### config.mk
export PLATFORM = sky130hd
export DESIGN_NAME = vin_pattern_gen_flat
export DESIGN_NICKNAME = d
export VERILOG_FILES = /design/src/rtl/vin_pattern_gen_if.sv /design/src/rtl/vin_pattern_gen.sv /design/src/flat_wrapper.sv
export SDC_FILE = /design/constraint.sdc
export NUM_CORES = 1
export LEC_CHECK = 0
export ABC_CLOCK_PERIOD_IN_PS = 9580
export CORE_ASPECT_RATIO = 1.25
export CORE_MARGIN = 10
export CORE_UTILIZATION = 57
export DETAILED_ROUTE_END_ITERATION = 8
export PLACE_DENSITY_LB_ADDON = 0.25
export SKIP_CTS_REPAIR_TIMING = 1
export SLEW_MARGIN = 20
export SYNTH_ARGS = -nofsm -noshare
export SYNTH_HDL_FRONTEND = slang
export SYNTH_SLANG_ARGS = --single-unit
export TNS_END_PERCENT = 100
### constraint.sdc
create_clock -name clk -period 9.58 [get_ports clk]
set_input_delay 1.916 -clock clk [delete_from_list [all_inputs] [get_ports clk]]
set_output_delay 1.916 -clock clk [all_outputs]
set_load 0.02 [all_outputs]
### src/rtl/vin_pattern_gen_if.sv
// vin_pattern_gen_if: video bus from the internal pattern source.
// Carries sync, data enable, pixel lanes and frame markers.
interface vin_pattern_gen_if #(
  parameter int PIX_W = 8,
  parameter int PPC   = 2
);
  logic                   v_vsync;
  logic                   v_hsync;
  logic                   v_de;
  logic [PIX_W*PPC-1:0]   v_pixel;
  logic                   frame_start;
  logic [15:0]            frame_count;

  modport master (
    output v_vsync,
    output v_hsync,
    output v_de,
    output v_pixel,
    output frame_start,
    output frame_count
  );

  modport slave (
    input v_vsync,
    input v_hsync,
    input v_de,
    input v_pixel,
    input frame_start,
    input frame_count
  );
endinterface

### src/rtl/vin_pattern_gen.sv
// vin_pattern_gen: internal DE/HS/VS video source with test patterns.
// Timing comes from compile-time porch/active values; outputs registered.
module vin_pattern_gen #(
  parameter int PIX_W     = 8,
  parameter int PPC       = 2,
  parameter int H_SYNC    = 96,
  parameter int H_BP      = 152,
  parameter int H_ACT     = 800,
  parameter int H_FP      = 32,
  parameter int V_SYNC    = 3,
  parameter int V_BP      = 46,
  parameter int V_ACT     = 1200,
  parameter int V_FP      = 1,
  parameter bit SYNC_POL  = 1'b1,
  parameter int BAR_W     = 200,
  parameter int CHK_SHIFT = 4
) (
  input  logic             clk,
  input  logic             rst,
  input  logic             enable,
  input  logic [2:0]       mode,
  input  logic [PIX_W-1:0] fg,
  vin_pattern_gen_if.master vid
);

  localparam int H_TOT = H_SYNC + H_BP + H_ACT + H_FP;
  localparam int V_TOT = V_SYNC + V_BP + V_ACT + V_FP;

  localparam logic [15:0] H_SYNC_C = 16'(H_SYNC);
  localparam logic [15:0] H_AS_C   = 16'(H_SYNC + H_BP);
  localparam logic [15:0] H_AE_C   = 16'(H_SYNC + H_BP + H_ACT);
  localparam logic [15:0] H_LAST_C = 16'(H_TOT - 1);
  localparam logic [15:0] V_SYNC_C = 16'(V_SYNC);
  localparam logic [15:0] V_AS_C   = 16'(V_SYNC + V_BP);
  localparam logic [15:0] V_AE_C   = 16'(V_SYNC + V_BP + V_ACT);
  localparam logic [15:0] V_LAST_C = 16'(V_TOT - 1);
  localparam logic [15:0] PPC_C    = 16'(PPC);
  localparam logic [15:0] BAR_W_C  = 16'(BAR_W);
  localparam logic [31:0] X_LAST_C = 32'(H_ACT * PPC - 1);
  localparam logic [31:0] Y_LAST_C = 32'(V_ACT - 1);

  typedef enum logic {
    S_IDLE,
    S_RUN
  } state_e;

  state_e state_q, state_d;

  logic [15:0] h_q, h_d;
  logic [15:0] v_q, v_d;
  logic [2:0]  mode_q, mode_d;
  logic [15:0] fc_q, fc_d;
  logic [15:0] bpos_q, bpos_d;
  logic [2:0]  bidx_q, bidx_d;

  logic hs_q, hs_d;
  logic vs_q, vs_d;
  logic de_q, de_d;
  logic fs_q, fs_d;
  logic [PIX_W*PPC-1:0] pix_q, pix_d;

  logic        run;
  logic        sof;
  logic        h_act;
  logic        v_act;
  logic        de_now;
  logic [2:0]  mode_eff;
  logic [15:0] fc_eff;
  logic [31:0] xs;
  logic [31:0] ys;
  logic [31:0] xk;
  logic [2:0]  bk;
  logic [PIX_W-1:0] lane;

  // Decode the current raster position and frame-start context.
  always_comb begin
    run      = (state_q == S_RUN) && enable;
    sof      = run && (h_q == '0) && (v_q == '0);
    h_act    = (h_q >= H_AS_C) && (h_q < H_AE_C);
    v_act    = (v_q >= V_AS_C) && (v_q < V_AE_C);
    de_now   = run && h_act && v_act;
    mode_eff = sof ? mode : mode_q;
    fc_eff   = sof ? fc_q + 16'd1 : fc_q;
  end

  // Run/idle control and raster counters; mode latched per frame.
  always_comb begin
    state_d = state_q;
    h_d     = h_q;
    v_d     = v_q;
    mode_d  = mode_q;
    unique case (state_q)
      S_IDLE: begin
        if (enable) begin
          state_d = S_RUN;
          h_d     = '0;
          v_d     = '0;
          mode_d  = mode;
        end
      end
      S_RUN: begin
        if (!enable) begin
          state_d = S_IDLE;
          h_d     = '0;
          v_d     = '0;
        end else begin
          if (sof) begin
            mode_d = mode;
          end
          if (h_q == H_LAST_C) begin
            h_d = '0;
            v_d = (v_q == V_LAST_C) ? '0 : v_q + 16'd1;
          end else begin
            h_d = h_q + 16'd1;
          end
        end
      end
      default: begin
        state_d = S_IDLE;
      end
    endcase
  end

  // Frame counter counts every frame start while running.
  always_comb begin
    fc_d = sof ? fc_q + 16'd1 : fc_q;
  end

  // Per-line bar tracker: pixel offset in bar and bar index for lane 0.
  always_comb begin
    bpos_d = '0;
    bidx_d = '0;
    if (run && h_act && (h_q != H_LAST_C)) begin
      if (bpos_q + PPC_C >= BAR_W_C) begin
        bpos_d = bpos_q + PPC_C - BAR_W_C;
        bidx_d = bidx_q + 3'd1;
      end else begin
        bpos_d = bpos_q + PPC_C;
        bidx_d = bidx_q;
      end
    end
  end

  // Sync/DE levels and per-lane pattern data for the next output cycle.
  always_comb begin
    hs_d  = (run && (h_q < H_SYNC_C)) ? SYNC_POL : ~SYNC_POL;
    vs_d  = (run && (v_q < V_SYNC_C)) ? SYNC_POL : ~SYNC_POL;
    de_d  = de_now;
    fs_d  = sof;
    pix_d = '0;
    xs    = 32'(h_q - H_AS_C) * 32'(PPC);
    ys    = 32'(v_q - V_AS_C);
    xk    = '0;
    bk    = '0;
    lane  = '0;
    for (int k = 0; k < PPC; k++) begin
      xk   = xs + 32'(k);
      bk   = (bpos_q + 16'(k) >= BAR_W_C) ? bidx_q + 3'd1 : bidx_q;
      lane = '0;
      unique case (mode_eff)
        3'd0: lane = fg;
        3'd1: lane = PIX_W'(xk);
        3'd2: lane[PIX_W-1 -: 3] = bk;
        3'd3: lane = (xk[CHK_SHIFT] ^ ys[CHK_SHIFT]) ? ~fg : fg;
        3'd4: lane = PIX_W'(xk + 32'(fc_eff));
        3'd5: begin
          if ((xk == '0) || (xk == X_LAST_C) ||
              (ys == '0) || (ys == Y_LAST_C)) begin
            lane = fg;
          end
        end
        default: lane = '0;
      endcase
      if (de_now) begin
        pix_d[k*PIX_W +: PIX_W] = lane;
      end
    end
  end

  // State and output registers; reset forces idle bus levels.
  always_ff @(posedge clk or posedge rst) begin
    if (rst) begin
      state_q <= S_IDLE;
      h_q     <= '0;
      v_q     <= '0;
      mode_q  <= '0;
      fc_q    <= '0;
      bpos_q  <= '0;
      bidx_q  <= '0;
      hs_q    <= ~SYNC_POL;
      vs_q    <= ~SYNC_POL;
      de_q    <= 1'b0;
      fs_q    <= 1'b0;
      pix_q   <= '0;
    end else begin
      state_q <= state_d;
      h_q     <= h_d;
      v_q     <= v_d;
      mode_q  <= mode_d;
      fc_q    <= fc_d;
      bpos_q  <= bpos_d;
      bidx_q  <= bidx_d;
      hs_q    <= hs_d;
      vs_q    <= vs_d;
      de_q    <= de_d;
      fs_q    <= fs_d;
      pix_q   <= pix_d;
    end
  end

  assign vid.v_vsync     = vs_q;
  assign vid.v_hsync     = hs_q;
  assign vid.v_de        = de_q;
  assign vid.v_pixel     = pix_q;
  assign vid.frame_start = fs_q;
  assign vid.frame_count = fc_q;

endmodule

### src/flat_wrapper.sv
// flat-port wrapper written by rule: the top's interface ports become plain ports
module vin_pattern_gen_flat 
#(
  parameter int PIX_W     = 8,
  parameter int PPC       = 2,
  parameter int H_SYNC    = 96,
  parameter int H_BP      = 152,
  parameter int H_ACT     = 800,
  parameter int H_FP      = 32,
  parameter int V_SYNC    = 3,
  parameter int V_BP      = 46,
  parameter int V_ACT     = 1200,
  parameter int V_FP      = 1,
  parameter bit SYNC_POL  = 1'b1,
  parameter int BAR_W     = 200,
  parameter int CHK_SHIFT = 4
)
  (clk, rst, enable, mode, fg, vid_v_vsync, vid_v_hsync, vid_v_de, vid_v_pixel, vid_frame_start, vid_frame_count);
  vin_pattern_gen_if #(.PIX_W(PIX_W), .PPC(PPC)) vid_i ();
  input  logic clk;
  input  logic rst;
  input  logic enable;
  input  logic [2:0] mode;
  input  logic [PIX_W-1:0] fg;
  output wire logic [$bits(vid_i.v_vsync)-1:0] vid_v_vsync;
  output wire logic [$bits(vid_i.v_hsync)-1:0] vid_v_hsync;
  output wire logic [$bits(vid_i.v_de)-1:0] vid_v_de;
  output wire logic [$bits(vid_i.v_pixel)-1:0] vid_v_pixel;
  output wire logic [$bits(vid_i.frame_start)-1:0] vid_frame_start;
  output wire logic [$bits(vid_i.frame_count)-1:0] vid_frame_count;
  assign vid_v_vsync = vid_i.v_vsync;
  assign vid_v_hsync = vid_i.v_hsync;
  assign vid_v_de = vid_i.v_de;
  assign vid_v_pixel = vid_i.v_pixel;
  assign vid_frame_start = vid_i.frame_start;
  assign vid_frame_count = vid_i.frame_count;
  vin_pattern_gen #(.PIX_W(PIX_W), .PPC(PPC), .H_SYNC(H_SYNC), .H_BP(H_BP), .H_ACT(H_ACT), .H_FP(H_FP), .V_SYNC(V_SYNC), .V_BP(V_BP), .V_ACT(V_ACT), .V_FP(V_FP), .SYNC_POL(SYNC_POL), .BAR_W(BAR_W), .CHK_SHIFT(CHK_SHIFT)) u_core (.clk(clk), .rst(rst), .enable(enable), .mode(mode), .fg(fg), .vid(vid_i));
endmodule
## Yosys cells after proc, flatten, opt, wreduce, memory -nomap -nowiden

Cells that the tools add are included.

| operators by class | value |
|---|---|
| muxes and demuxes | 32 |
| add/sub/neg operators | 12 |
| order comparisons | 9 |
| equality and inequality tests | 14 |
| reduce and logical (&&, ||, !) cells | 23 |
| bitwise operators | 4 |

Operators with widths:

| operator | number |
|---|---|
| two-way mux 16 bit | 9 |
| logical NOT 32 bit | 3 |
| adder 16 x 1 -> 16 bit, second input constant | 4 |
| == test 32 x 11 -> 1 bit, second input constant | 2 |
| >= comparator 16 x 8 -> 1 bit, second input constant | 4 |
| one-hot mux 16 bit (2 select lines) | 2 |
| one-hot mux 5 bit (5 select lines) | 2 |
| two-way mux 8 bit | 6 |
| one-hot mux 3 bit (6 select lines) | 2 |
| adder 32 x 1 -> 32 bit, second input constant | 1 |
| == test 16 x 11 -> 1 bit, second input constant | 2 |
| logical NOT 16 bit | 2 |
| less-than comparator 16 x 11 -> 1 bit, second input constant | 2 |
| two-way mux 3 bit | 7 |
| subtractor 16 x 6 -> 17 bit, second input constant | 1 |
| subtractor 16 x 8 -> 17 bit, second input constant | 1 |
| adder 16 x 2 -> 16 bit, second input constant | 1 |
| adder 8 bit | 2 |
| >= comparator 16 x 6 -> 1 bit, second input constant | 1 |
| less-than comparator 16 x 2 -> 1 bit, second input constant | 1 |
| less-than comparator 16 x 7 -> 1 bit, second input constant | 1 |
| != test 16 x 11 -> 1 bit, second input constant | 1 |
| subtractor 16 x 8 -> 16 bit, second input constant | 1 |
| logical AND 1 bit | 10 |
| other kinds (14) | 26 |

| word-level totals | value |
|---|---|
| output and inout bits | 36 |
| flip-flop bits (word level) | 91 |
| word-level logic and storage cells | 106 |
| bits of input ports | 14 |

## Depth between registers and ports, before layout

Gate-level depths: netlist (run 1).

| logic depth | value |
|---|---|
| word-level depth | 9 |
| depth in mapped cells | 17 |
| gate-level depth less buffers | 16 |

## Least setup slack after synthesis (run 1)

No wires, ideal clock.

| timing | value |
|---|---|
| kind | in2reg |
| from | input port enable |
| to | register u_core.pix_q[15] (netlist: u_core.vid.v_pixel[15]) |
| buffers on the path | 1 |
| data required time | 9502 ps |
| path slack | 4731 ps |
| arrival | 4771 ps |
| setup time | 78 ps |
| cell stages on the path | 15 |
| cell sequence | and2_1 and4_1 clkbuf_1 nand3_1 nand2_1 nand2_1 ha_1 fa_1 a21o_1 a21o_1 nand3_1 nand2_1 or3_1 mux2_2 a21oi_1 |

| between the ends | value |
|---|---|
| longest elaborated chain between the ends | 7 |
| elaborated cells on any way between the ends | 16 |
| those cells by class | 1 x add/sub; 5 x eq/ne; 4 x mux; 6 x reduce/logical |

Ends and longest elaborated chain:

| what | line | RTL |
|---|---|---|
| from (decl) | flat_wrapper.sv:22 | `input logic enable;` |
| logical AND 1 bit (*) | vin_pattern_gen.sv:77 | `run = (state_q == S_RUN) && enable;` |
| logical AND 1 bit (2 in a row) | vin_pattern_gen.sv:78 | `sof = run && (h_q == '0) && (v_q == '0);` |
| two-way mux 16 bit / two-way mux 3 bit (equally long branches) | vin_pattern_gen.sv:83, vin_pattern_gen.sv:82 |  |
| adder 8 bit, or another cell as far along | vin_pattern_gen.sv:165 | `3'd4: lane = PIX_W'(xk + 32'(fc_eff));` |
| one-hot mux 3 bit (6 select lines) | vin_pattern_gen.sv:160 | `unique case (mode_eff)` |
| two-way mux 8 bit (*) | vin_pattern_gen.sv:174 | `if (de_now) begin` |
| named net u_core.pix_d[15] | vin_pattern_gen.sv:60 | `logic [PIX_W*PPC-1:0] pix_q, pix_d;` |
| to (signal assigned) | vin_pattern_gen.sv:207 | `pix_q <= pix_d;` |
| to (decl) | vin_pattern_gen.sv:60 |  |

Mark *: on every way through the listed nets, which the timed path passes. The rest lies on a longest branch.
A chain may end at the register's enable or synchronous reset.

## Worst setup path after layout (run 1)

Ends and elaborated chain as after synthesis.

==> results.cfg, run 1 <==
[timing]
finalMaxSlewViolations = 0
grt_setup_unrepaired = false
setup_viol = 0
period_needed_ns = 5.74
max_slew_margin_pct = 45.1
fmax_mhz = 174
tightestPinTransition_ns = 0.824
timing.final.crit_share_pct = 59.9
hold_violations = 0
setup_tns_ns = 0
finalClockSkew_ns = 0.00600

[routing]
drtIter0Drc = 485
wl_um = 17700
first_pass_iters = 5
vias = 6021
drc = 0
routed_via_density = 6.47
wl_per_cell_um = 19.0
antenna_left = 0

[setup_path]
critical_path_arrival_ns = 6.03
r2r-start = u_core.h_q[12]
rrSetupSlack_ns = 5.13
crit_start = enable
worstPathCellList = clkdlybuf4s50_1 -> and2_1 -> nand4_1 -> nor3_2 -> nand2_1 -> xnor2_1 -> fa_1 -> a21o_1 -> a21o_1 -> nand3_1 -> nand2_1 -> or3_1 -> mux2_2 -> a21oi_1
critical_path_class = input pin to flop
cpLargestDelayFamily = simple AND/OR/NAND/NOR gates
crit_fanout = 11
cp_slowest_cell = clkdlybuf4s50_1
crit_path_end_kind = flop
r2r_cells = 13
r2r_end = u_core.vid.v_pixel[15]
slowest_delay_ns = 0.57
worst-endpoint-required_ns = 9.87
startpoint_type = input pin
cp_num_buf_inv = 1

[cells_and_area]
diodes = 0
seqCellArea_mm2 = 0.00225
layout-drive-gt1-share_pct = 6.92
multi_input_area_mm2 = 0.00403
fin_area_mm2 = 0.00736
nNetsFinal = 826
fillers = 937
instances_no_fill = 930
final_core_util_pct = 65.7
syn_to_final_growth_pct = 11.5

[placement]
portBuffers = 49
hpwl_um = 12900
post-place-cells = 914
place_area_mm2 = 0.00707
globalplace.congestion = 0.880

[yosys]
synth_warnings = 0
ys_seq_area_share_pct = 34.1
postSynthNetCount = 812
ys_types = 83
synth_area_leaders = dfrtp_1, xnor2_1, nand2_1
ys_dominant_reg_cell = dfrtp_1
ys_ff_latch = 90
synth_area_mm2 = 0.00660
yosys.area.top_type_share_pct = 34.1
synth-edff-count = 0
yosys.area.top_type = dfrtp_1
syn_inst = 776
synthArstFlopShare_pct = 100
synth.avg_cell_area_um2 = 8.50

[power]
ir_drop_v = 0.0000964
powerDensity_mw_per_mm2 = 133
p_total_uw = 976
p_leak_uw = 0.00307

[global_route]
grt.overflow.total = 0
antenna_found_initial = 0
grt_max_degree = 91
globalRouteTotalUtil_pct = 21.8
grt_first_pass_wirelength_um = 29100
first_global_vias = 5783

[clocking]
clk_latency_ns = 0.36
h-tree-depth = 3
tritoncts = yes
cts.clk_slew.worst_paths_ns = 0.07
cts_buffers = 9
cts_root_buf = clkbuf_16
cts.path.max_buffers = 2
cts_sinks = 90

[floorplan]
dieArea_mm2 = 0.0163
rows = 43
initial_utilization_pct = 59.0
coreArea_mm2 = 0.0112
io_pins = 50
fp.dieH_um = 140
die_width_um = 116

[min_path]
hp-start = u_core.vid.frame_count[15]
hold_depth = 1
holdPathEnd = u_core.vid.frame_count[15]
hold_class = flop to flop

[flow_run]
cap_violations = 0

[status]
status = finished clean
per-stage QoR:
step	setup slack, ns	hold slack [ns]
after floorplan	4.73	0.446
after global placement	3.66	0.458
after detailed placement	3.55	0.456
after CTS	3.90	0.469
after global routing	3.59	0.500
final	3.84	0.465
Yosys cell counts (6+ instances only):
| cell | number |
|---|---|
| nand2_1 | 71 |
| nor3_1 | 32 |
| nor2b_1 | 7 |
| a211oi_1 | 6 |
| inv_1 | 31 |
| and4_1 | 8 |
| xnor2_1 | 45 |
| mux2_2 | 8 |
| or3_1 | 13 |
| xor2_1 | 17 |
| nand3_1 | 41 |
| nand4_1 | 12 |
| or4_1 | 6 |
| o21ai_0 | 45 |
| mux2i_1 | 6 |
| nor2_1 | 59 |
| buf_2 | 16 |
| dfrtp_1 | 90 |
| nor4_1 | 14 |
| a21oi_1 | 33 |
| ha_1 | 20 |
| a21o_1 | 7 |
| nand2b_1 | 7 |
| o31ai_1 | 12 |
| clkbuf_1 | 26 |
| and3_1 | 15 |
| a31oi_1 | 21 |
worst max-delay path by stage:
stage                     cells past startpoint  slack, ns                endpoint
final                                        14       3.84  u_core.vid.v_pixel[15]
after global routing                         14       3.59  u_core.vid.v_pixel[15]
after CTS                                    14       3.90  u_core.vid.v_pixel[15]
after detailed placement                     14       3.55  u_core.vid.v_pixel[15]
after global placement                       14       3.66  u_core.vid.v_pixel[15]
after floorplan                              15       4.73  u_core.vid.v_pixel[15]
cell type report:
type	count	share of cell area [%]
flip-flops and latches	90	30.6
multi-input cells	607	54.7
clock inverters	7	0.799
clock buffers	9	3.06
repair buffers	51	6.92
well taps	135	2.30
inverters	31	1.60
flip-flops by register name, summed over array words and instances (netlist names):
register and count:
u_core.v_q 16, u_core.vid.v_vsync 1, u_core.vid.frame_start 1, u_core.vid.v_de 1, u_core.bidx_q 3, u_core.h_q 16, u_core.state_q 1, u_core.bpos_q 15
u_core.vid.v_pixel 16, u_core.vid.v_hsync 1, u_core.mode_q 3, u_core.vid.frame_count 16
worst reg2reg max path: stages, from the launching register on:
cell	delay, ns
dfrtp_1	0.43
nor3_1	0.55
nand4_1	0.66
nor3_2	0.57
nand2_1	0.16
xnor2_1	0.21
fa_1	0.46
a21o_1	0.19
a21o_1	0.22
nand3_1	0.11
nand2_1	0.09
or3_1	0.35
mux2_2	0.26
a21oi_1	0.12
cells in the final DEF (no fill, tap or decap), drive strengths merged, types with 8 or more instances in the layout:
master | netlist | routed
a21oi | 34 | 34
a31oi | 21 | 21
and3 | 16 | 16
and4 | 8 | 8
clkbuf | 27 | 9
clkdlybuf4s50 | 0 | 49
dfrtp | 90 | 90
ha | 20 | 20
inv | 31 | 35
mux2 | 8 | 8
nand2 | 71 | 71
nand3 | 41 | 41
nand4 | 12 | 12
nor2 | 59 | 59
nor3 | 34 | 34
nor4 | 17 | 17
o21ai | 47 | 47
o31ai | 13 | 13
or3 | 13 | 13
xnor2 | 46 | 46
xor2 | 17 | 17
per-layer routing:
layer	share of wire, %	track usage (%)
met5	0	0
met3	4.2	3.55
met4	3.1	9.90
met2	52	36.7
met1	41	26.3
where the power goes:
part | internal [uW] | switching (uW) | total (uW)
logic | 83.3 | 131 | 215
registers | 393 | 19.5 | 412
clock network | 181 | 168 | 349
cells by family after synthesis:
group,after synthesis,share of synthesized area (%)
adders and majority gates,22,4.40
buffers and inverters,79,4.99
DFF,90,34.1
AOI/OAI and AO/OA,185,19.6
and+or+nand+nor,323,26.1
xor gates and xnor gates,63,8.48
muxes,14,2.28
Note: power is estimated with default switching activity, not from simulation.
==> run 2, diff against run 1 <==
--- a/config.mk
+++ b/config.mk
@@ -5,10 +5,10 @@
 export SDC_FILE = /design/constraint.sdc
 export NUM_CORES = 1
 export LEC_CHECK = 0
-export ABC_CLOCK_PERIOD_IN_PS = 9580
+export ABC_CLOCK_PERIOD_IN_PS = 4700
 export CORE_ASPECT_RATIO = 1.25
 export CORE_MARGIN = 10
-export CORE_UTILIZATION = 57
+export CORE_UTILIZATION = 54
 export DETAILED_ROUTE_END_ITERATION = 8
 export PLACE_DENSITY_LB_ADDON = 0.25
 export SKIP_CTS_REPAIR_TIMING = 1
==> constraint.sdc (replaced) <==
create_clock -name clk -period 4.7 [get_ports clk]
set_input_delay 0.94 -clock clk [delete_from_list [all_inputs] [get_ports clk]]
set_output_delay 0.94 -clock clk [all_outputs]
set_load 0.02 [all_outputs]
==> results.cfg, run 2 (synthesized netlist as in run 1, its figures left out) <==
[status]
status = finished clean

[routing]
wl_per_cell_um = 18.0
wl_um = 17400
drtIter0Drc = 434
vias = 6062
first_pass_iters = 5
routed_via_density = 6.26
drc = 0
antenna_left = 0

[global_route]
globalRouteTotalUtil_pct = 20.4
grt_first_pass_wirelength_um = 28800
grt_max_degree = 47
antenna_found_initial = 0
grt.overflow.total = 0
first_global_vias = 5811

[power]
p_total_uw = 1960
powerDensity_mw_per_mm2 = 263
ir_drop_v = 0.000187
p_leak_uw = 0.00310

[setup_path]
critical_path_arrival_ns = 4.45
critical_path_class = input pin to flop
worstPathCellList = clkdlybuf4s50_1 -> and2_1 -> nand4_1 -> nor3_2 -> nand2_1 -> xnor2_1 -> fa_1 -> a21o_1 -> a21o_1 -> nand3_1 -> nand2_1 -> or3_1 -> mux2_2 -> a21oi_1
startpoint_type = input pin
slowest_delay_ns = 0.57
cp_slowest_cell = clkdlybuf4s50_1
cp_num_buf_inv = 1
worst-endpoint-required_ns = 4.98
cpLargestDelayFamily = simple AND/OR/NAND/NOR gates
crit_fanout = 6
crit_path_end_kind = flop

[placement]
portBuffers = 49
place_area_mm2 = 0.00719
hpwl_um = 13100
globalplace.congestion = 0.962
post-place-cells = 954

[cells_and_area]
final_common_cell = dfrtp_1
final_cell_mix = dfrtp_1, nand2_1, nor2_1
syn_to_final_growth_pct = 12.9
layout-drive-gt1-share_pct = 7.58
nNetsFinal = 837
fillers = 1060
diodes = 0
final_core_util_pct = 61.8
instances_no_fill = 969
seqCellArea_mm2 = 0.00225
multi_input_area_mm2 = 0.00402
fin_area_mm2 = 0.00745

[timing]
period_needed_ns = 4.17
setup_tns_ns = 0
timing.final.crit_share_pct = 88.7
setup_viol = 0
fmax_mhz = 240
max_slew_margin_pct = 41.3
grt_setup_unrepaired = false
hold_violations = 0
finalClockSkew_ns = 0.0103
tightestPinTransition_ns = 0.881
finalMaxSlewViolations = 0

[floorplan]
dieArea_mm2 = 0.0171
rows = 45
initial_utilization_pct = 54.8
fp.dieH_um = 144
io_pins = 50
die_width_um = 119
coreArea_mm2 = 0.0120

[clocking]
cts_sinks = 90
cts.clk_slew.worst_paths_ns = 0.07
cts.path.max_buffers = 2
cts_buffers = 9
h-tree-depth = 3
cts_root_buf = clkbuf_16
tritoncts = yes
clk_latency_ns = 0.35

[flow_run]
cap_violations = 0

[min_path]
hold_class = flop to flop
==> run 2: metal layers <==
layer / wire, um / part of all wire [%] / track usage, %
met1: 7030 / 40 / 23.1
met2: 8710 / 50 / 35.5
met3: 968 / 5.6 / 3.14
met4: 732 / 4.2 / 12.4
met5: 0 / 0 / 0
==> run 2: area by class of cell <==
class                      instances  share of cell area, %
clock buffer                      12                   3.18
clock inverter                     3                  0.336
inverter                          31                   1.58
multi-input combinational        607                   54.0
sequential                        90                   30.2
tap                              164                   2.76
timing repair buffer              62                   7.90
==> run 2: final timing paths <==
check	slack, ns	end	from	cells after the start
worst max-delay path	0.53	u_core.vid.v_pixel[15]	enable	14
worst min-delay path	0.48	u_core.vid.frame_count[15]	u_core.vid.frame_count[15]	1
worst max register to register	0.67	u_core.vid.v_pixel[15]	u_core.v_q[1]	17
worst min register to register	0.48	u_core.vid.frame_count[15]	u_core.vid.frame_count[15]	1
max in group asynchronous	2.84	u_core.vid.v_pixel[4]	rst	3
min in group asynchronous	1.06	u_core.vid.frame_count[0]	rst	2
==> run 2: per-stage QoR <==
stage | worst slack (ns) | hold slack [ns]
after global routing | 0.268 | 0.491
after floorplan | 0.827 | 0.446
after CTS | 0.546 | 0.478
after detailed placement | 0.195 | 0.465
after global placement | 0.333 | 0.460
final | 0.529 | 0.478
==> run 2: report_power, final <==
part	total [uW]	internal (uW)	switching (uW)
combinational	441	177	264
clock	679	360	319
sequential	838	800	38.0
total	1960	1340	621
==> RTL change 1: new RTL, config.mk and constraints of run 1 <==
`PPC` is set to 2 in 3 places; all go to 1.
--- a/src/rtl/vin_pattern_gen_if.sv
+++ b/src/rtl/vin_pattern_gen_if.sv
@@ -2,7 +2,7 @@
 // Carries sync, data enable, pixel lanes and frame markers.
 interface vin_pattern_gen_if #(
   parameter int PIX_W = 8,
-  parameter int PPC   = 2
+  parameter int PPC   = 1
 );
   logic                   v_vsync;
   logic                   v_hsync;
--- a/src/rtl/vin_pattern_gen.sv
+++ b/src/rtl/vin_pattern_gen.sv
@@ -2,7 +2,7 @@
 // Timing comes from compile-time porch/active values; outputs registered.
 module vin_pattern_gen #(
   parameter int PIX_W     = 8,
-  parameter int PPC       = 2,
+  parameter int PPC       = 1,
   parameter int H_SYNC    = 96,
   parameter int H_BP      = 152,
   parameter int H_ACT     = 800,
--- a/src/flat_wrapper.sv
+++ b/src/flat_wrapper.sv
@@ -2,7 +2,7 @@
 module vin_pattern_gen_flat 
 #(
   parameter int PIX_W     = 8,
-  parameter int PPC       = 2,
+  parameter int PPC       = 1,
   parameter int H_SYNC    = 96,
   parameter int H_BP      = 152,
   parameter int H_ACT     = 800,
Interface: changed (resized vid_v_pixel); port bits go from 50 to 42. No check against the original RTL was run, so the function may have changed too.
==> RTL change 1 against run 1 <==
First-iteration DRC count shrank 8.0%; cell area shrank 11%; setup slack gained 0.45 ns; sequential power shrank 7.3%; total power shrank 8.2%; sequential cell count shrank 7; routed wire length shrank 21%; synthesized area shrank 12%; critical path type unchanged.
==> RTL change 1: results (changes against run 1) <==
- The count of warnings emitted by yosys is 0 (unchanged).
* Antenna cell count: 0 (unchanged)
- The number of synthesized flops with an enable pin is 0 (unchanged).
* Maximum number of pins on one net before global-route repair: 84 (-7.7%)
- The initial antenna violation count is 0 (unchanged).
- Number of clock buffers inserted by TritonCTS: 9 (unchanged)
- Max Fanout on Critical Path: 10 (-1)
- Number of distinct library cell variants in the gate-level netlist after synthesis: 74 (-11%)
- In the synthesized netlist, the cells that appear most often are sky130_fd_sc_hd__dfrtp_1, sky130_fd_sc_hd__nor2_1, sky130_fd_sc_hd__nand2_1, sky130_fd_sc_hd__xnor2_1, sky130_fd_sc_hd__o21ai_0.
- Slowest-stage cell, CP: sky130_fd_sc_hd__clkdlybuf4s50_1
- Transition time at the pin with the least slew margin: 1.02 ns (+0.191 ns)
* Maximum resistive drop on vdd: 0.0770 mV (-20%)
- 1st-pass router iterations: 5 (unchanged)
- The routability congestion estimate came to 0.954 (+8.4%).
* Clock skew: 0.00726 ns (+0.00126 ns)
- The net count of the mapped netlist came to 708 (-13%).
- The clock latency of the later-clocked register in the worst-skew pair came to 0.34 ns (-0.02 ns).
- The CTS clock-pin slew for the worst setup and hold paths came to 0.07 ns (about the same).
- CTS placed an instance of sky130_fd_sc_hd__clkbuf_16 at the clock tree root.
* Number of nets in the layout: 732 (-11%)
- The buffer depth of the longest clock path came to 2 (unchanged).
- The overall fraction of global-route tracks in use is 0.194 (-0.0239).
* Proportion of layout cells with a drive suffix above 1: 0.0541 (-0.0151)
- The number of buffer cells added on primary ports came to 41 (-16%).
* Detailed-route via count: 5091 (-15%)
- Worst slack after detailed placement: 3.98 ns (+0.430 ns)
* Number of H-tree levels: 3 (unchanged)
- Number of global-route vias before repair: 4899 (-15%)
- The biggest cell delay along the critical path is 0.59 ns (+0.02 ns).
- After synthesis, the cell types taking the most area are sky130_fd_sc_hd__dfrtp_1, sky130_fd_sc_hd__xnor2_1, sky130_fd_sc_hd__nor2_1.
* Number of design-rule violations left by the first detailed-router iteration: 446 (-8.0%)
* Worst EP arrival: 5.51 ns (-0.52 ns)
* Static power due to leakage: 2.80 nW (-8.9%)
* Hold Path Class: reg -> reg
* Async S/R FF share, synth: 1.00 (unchanged)
- The sum of net half-perimeters after detailed placement was 10000 um (-23%).
* Wire length per cell after detailed routing: 16.7 um (-12%)
* Global-route wire length before repair: 23500 um (-19%)
- The flow ran to the end, and the final reports show no timing, DRC or antenna violations.
- The sequential element share of the synthesized area is 0.359 (+0.0176).
RTL change 1: cell count changes after synthesis, sizes merged, moves of 8 or more:
cell | before | now
a21oi | 34 | 20
xor2 | 17 | 30
a31oi | 21 | 2
or3 | 13 | 5
nor2 | 59 | 77
nor3 | 34 | 17
buf | 21 | 5
nand2 | 71 | 61
RTL change 1: cells by family after synthesis:
logic type / Yosys count / synth area share
flip-flops: 83 / 0.359
adder cells (fa/ha/maj): 21 / 0.0467
multiplexers: 8 / 0.0143
AND/OR/NAND/NOR: 292 / 0.265
AO/OA/AOI/OAI: 138 / 0.162
buffers and inverters: 59 / 0.0402
XOR/XNOR: 72 / 0.113
RTL change 1: power breakdown:
| group | total [mW] | switching [mW] | leakage [nW] | internal [mW] |
|---|---|---|---|---|
| clock | 0.355 | 0.150 | 0.141 | 0.205 |
| sequential | 0.382 | 0.0190 | 1.13 | 0.363 |
| combinational | 0.159 | 0.0916 | 1.52 | 0.0670 |
RTL change 1: through the flow:
step / instance area (um2) / cells
2_1_floorplan: 5790 / 673
3_3_place_gp: 6250 / 815
3_5_place_dp: 6250 / 815
4_1_cts: 6550 / 831
5_1_grt: 6560 / 831
6_report: 6560 / 831
RTL change 1: critical path, delay by kind of cell:
family                     cells  cell delay (ns)
AOI/OAI and AO/OA              4             0.87
xor gates and xnor gates       2             0.51
adders and majority gates      1             0.30
buffers and inverters          1             0.59
and+or+nand+nor                6             1.31
RTL change 1: path summary, 6_finish.rpt:
kind | start | endpoint | slack [ns] | cells after the start
min | u_core.vid.frame_count[15]$_DFFE_PP0N_ | u_core.vid.frame_count[15]$_DFFE_PP0N_ | 0.48 | 1
min reg2reg | u_core.vid.frame_count[15]$_DFFE_PP0N_ | u_core.vid.frame_count[15]$_DFFE_PP0N_ | 0.48 | 1
min in group asynchronous | rst | u_core.v_q[8]$_DFFE_PP0P_ | 2.08 | 3
max reg2reg | u_core.h_q[9]$_DFFE_PP0P_ | u_core.vid.v_pixel[7]$_DFF_PP0_ | 5.51 | 15
max in group asynchronous | rst | u_core.vid.v_pixel[0]$_DFF_PP0_ | 6.95 | 3
max | enable | u_core.vid.v_pixel[7]$_DFF_PP0_ | 4.29 | 14
RTL change 1: cell type report:
cell class              instances  area [um2]
well taps                     129         161
inverters                      29         110
repair buffers                 43         429
fillers                       848        3450
multi-input cells             531        3480
clock buffers                  10         229
flip-flops and latches         83        2080
clock inverters                 6        73.8
RTL change 1: layer usage:
metal	global-route usage	vias up	part of all wire
met2	0.335	131	0.52
li1	-	2461	-
met4	0.0794	0	0.023
met5	0	-	0
met3	0.0292	21	0.045
met1	0.231	2478	0.41
==> RTL change 2: new RTL, flow settings as in run 1 <==
Without the edit above. Add an input register stage for `enable`, `mode` and `fg`, without a reset; this delays them by one clock. The other inputs are not delayed to match.
--- a/src/rtl/vin_pattern_gen.sv
+++ b/src/rtl/vin_pattern_gen.sv
@@ -44,6 +44,16 @@
     S_RUN
   } state_e;
 
+  logic enable_q;
+  logic [2:0] mode_r;
+  logic [PIX_W-1:0] fg_q;
+
+  always_ff @(posedge clk) begin
+    enable_q <= enable;
+    mode_r   <= mode;
+    fg_q     <= fg;
+  end
+
   state_e state_q, state_d;
 
   logic [15:0] h_q, h_d;
@@ -74,12 +84,12 @@
 
   // Decode the current raster position and frame-start context.
   always_comb begin
-    run      = (state_q == S_RUN) && enable;
+    run      = (state_q == S_RUN) && enable_q;
     sof      = run && (h_q == '0) && (v_q == '0);
     h_act    = (h_q >= H_AS_C) && (h_q < H_AE_C);
     v_act    = (v_q >= V_AS_C) && (v_q < V_AE_C);
     de_now   = run && h_act && v_act;
-    mode_eff = sof ? mode : mode_q;
+    mode_eff = sof ? mode_r : mode_q;
     fc_eff   = sof ? fc_q + 16'd1 : fc_q;
   end
 
@@ -91,21 +101,21 @@
     mode_d  = mode_q;
     unique case (state_q)
       S_IDLE: begin
-        if (enable) begin
+        if (enable_q) begin
           state_d = S_RUN;
           h_d     = '0;
           v_d     = '0;
-          mode_d  = mode;
+          mode_d  = mode_r;
         end
       end
       S_RUN: begin
-        if (!enable) begin
+        if (!enable_q) begin
           state_d = S_IDLE;
           h_d     = '0;
           v_d     = '0;
         end else begin
           if (sof) begin
-            mode_d = mode;
+            mode_d = mode_r;
           end
           if (h_q == H_LAST_C) begin
             h_d = '0;
@@ -158,15 +168,15 @@
       bk   = (bpos_q + 16'(k) >= BAR_W_C) ? bidx_q + 3'd1 : bidx_q;
       lane = '0;
       unique case (mode_eff)
-        3'd0: lane = fg;
+        3'd0: lane = fg_q;
         3'd1: lane = PIX_W'(xk);
         3'd2: lane[PIX_W-1 -: 3] = bk;
-        3'd3: lane = (xk[CHK_SHIFT] ^ ys[CHK_SHIFT]) ? ~fg : fg;
+        3'd3: lane = (xk[CHK_SHIFT] ^ ys[CHK_SHIFT]) ? ~fg_q : fg_q;
         3'd4: lane = PIX_W'(xk + 32'(fc_eff));
         3'd5: begin
           if ((xk == '0) || (xk == X_LAST_C) ||
               (ys == '0) || (ys == Y_LAST_C)) begin
-            lane = fg;
+            lane = fg_q;
           end
         end
         default: lane = '0;
Check against the original RTL: not equivalent (Yosys sat finds a counterexample within 4 cycles, from zero or initial values and one cycle with rst high).
==> RTL change 2 against run 1 <==
Sequential cell count rose by 12; cell area shrank 0.20%; routed wire length fell by 6.2%; first-iteration DRC count up 0.41%; setup slack improved by 0.80 ns; total power up 12%; synthesized area shrank 1.5%; clock skew is 0.0051 ns higher; critical path type is now reg -> reg; largest power group unchanged.
==> RTL change 2: results (changes against run 1) <==
* Buffer depth of the longest clock path: 2 (unchanged)
* Fin cells: 902 (-3.0%)
* Worst-Skew Late Latency: 0.35 ns
- Average footprint of a synthesized cell: 8.78 um2 (+3.2%)
- The number of global-route vias before repair came to 5643 (-2.4%).
* Number of vias per cell after detailed routing: 6.44 (-0.47%)
* Yosys warning total: 0 (unchanged)
- Number of clock buffers inserted by TritonCTS: 9 (unchanged)
- The largest individual stage delay along the critical path comes from the cell sky130_fd_sc_hd__nor4_4.
- Worst EP arrival: 5.16 ns (-0.87 ns)
- In this run the worst setup path begins at u_core.v_q[6]$_DFFE_PP0P_.
* Number of instances in the placed design: 886 (-3.1%)
* Wire length per cell after detailed routing: 18.4 um (-3.3%)
- The H-tree depth was 3 (unchanged).
* Number of nets in the layout: 797 (-3.5%)
- The pre-CTS setup slack came to 4.72 ns (+1.17 ns).
* Final estimated routing congestion in global placement: 0.968 (+10%)
* All-layer global routing usage: 0.208 (-0.0100)
* Number of design-rule violations left by the first detailed-router iteration: 487 (+0.41%)
- The sum of net half-perimeters after detailed placement is 12100 um (-6.4%).
- Antenna cell count: 0 (unchanged)
* Run status: finished clean
* Max Fanout on Critical Path: 15 (+4)
* Hold Path Class: reg -> reg
- Max capacitance violation total: 0 (unchanged)
- Static power due to leakage: 3.03 nW (-1.1%)
- Ranking of synthesized cells by instance count: sky130_fd_sc_hd__dfrtp_1, sky130_fd_sc_hd__nand2_1, sky130_fd_sc_hd__nor2_1, sky130_fd_sc_hd__o21ai_0, sky130_fd_sc_hd__xnor2_1
* Clock skew: 0.0111 ns (+0.00508 ns)
- The peak ir drop on the vdd network was 0.0903 mV (-6.4%).
- Leading post-synthesis cells by cell area: sky130_fd_sc_hd__dfrtp_1, sky130_fd_sc_hd__xnor2_1, sky130_fd_sc_hd__nand2_1
- The fill cell instance count of the final layout was 912 (-2.7%).
- Async S/R FF share, synth: 0.882 (-0.118)
- Antenna violations before repair: 0 (unchanged)
* 1st-pass router iterations: 6 (+1)
- The number of buffer cells added on primary ports came to 49 (unchanged).
* Clk slew on worst S/H paths: 0.07 ns (about the same)
* Global-route wire length before repair: 27800 um (-4.3%)
* Transition time at the pin with the least slew margin: 1.05 ns (+0.226 ns)
- Proportion of layout cells with a drive suffix above 1: 0.0535 (-0.0157)
- The final standard cell area without fillers came to 0.00734 mm2 (-0.20%).
* Post-synth net total: 776 (-4.4%)
* Worst Setup End Kind: register
- Worst path max stage delay: 0.88 ns (+0.31 ns)
- The timing-limited maximum frequency was 203 MHz (+16%).
- The tree is rooted in a sky130_fd_sc_hd__clkbuf_16.
- The sequential element share of the synthesized area was 0.383 (+0.0420).
- Kind of cell adding the most delay to the critical path: simple AND/OR/NAND/NOR gates
* Cell Area, Placed: 0.00702 mm2 (-0.74%)
* Hold path startpoint: u_core.enable_q$_DFF_P_
- The distinct cell type count after synthesis came to 73 (-12%).
* Maximum number of pins on one net before global-route repair: 86 (-5.5%)
==> RTL change 2: final timing paths <==
check | to | slack [ns] | cells past startpoint
hold reg to reg | u_core.state_q$_DFF_PP0_ | 0.45 | 0
hold / removal | u_core.state_q$_DFF_PP0_ | 0.45 | 0
setup / recovery | u_core.vid.v_pixel[15]$_DFF_PP0_ | 4.65 | 13
min in group asynchronous | u_core.vid.frame_count[15]$_DFFE_PP0N_ | 1.76 | 2
setup reg to reg | u_core.vid.v_pixel[15]$_DFF_PP0_ | 4.65 | 13
max in group asynchronous | u_core.h_q[4]$_DFFE_PP0P_ | 6.88 | 3
==> RTL change 2: logic make-up after synthesis <==
group | count (synthesis) | share of synthesized area
buf+inv | 63 | 0.0394
compound gates | 173 | 0.178
xor+xnor | 67 | 0.0902
flops | 102 | 0.383
mux | 16 | 0.0262
simple gates | 299 | 0.240
fa+ha+maj | 21 | 0.0427
==> RTL change 2: cell type report <==
type,count,area [um2],share of cell area
Clock inverter,7,95.1,0.0130
Inverter,20,77.6,0.0106
Sequential cell,102,2490,0.339
Clock buffer,9,225,0.0307
Tap cell,135,169,0.0230
Timing Repair Buffer,53,524,0.0714
Multi-Input combinational cell,576,3760,0.512
==> RTL change 2: power by group <==
part | switching, mW | total (mW) | internal (mW)
Clock | 0.164 | 0.394 | 0.230
Combinational | 0.132 | 0.228 | 0.0954
Sequential | 0.0279 | 0.474 | 0.446
==> RTL change 2: metal layers <==
layer / share of wire / vias up / routed length, um / GRT usage
met5: 0 / - / 0 / 0
met1: 0.41 / 2824 / 6820 / 0.253
met4: 0.028 / 0 / 463 / 0.0775
met3: 0.054 / 43 / 887 / 0.0361
met2: 0.51 / 209 / 8400 / 0.354
li1: - / 2736 / - / -
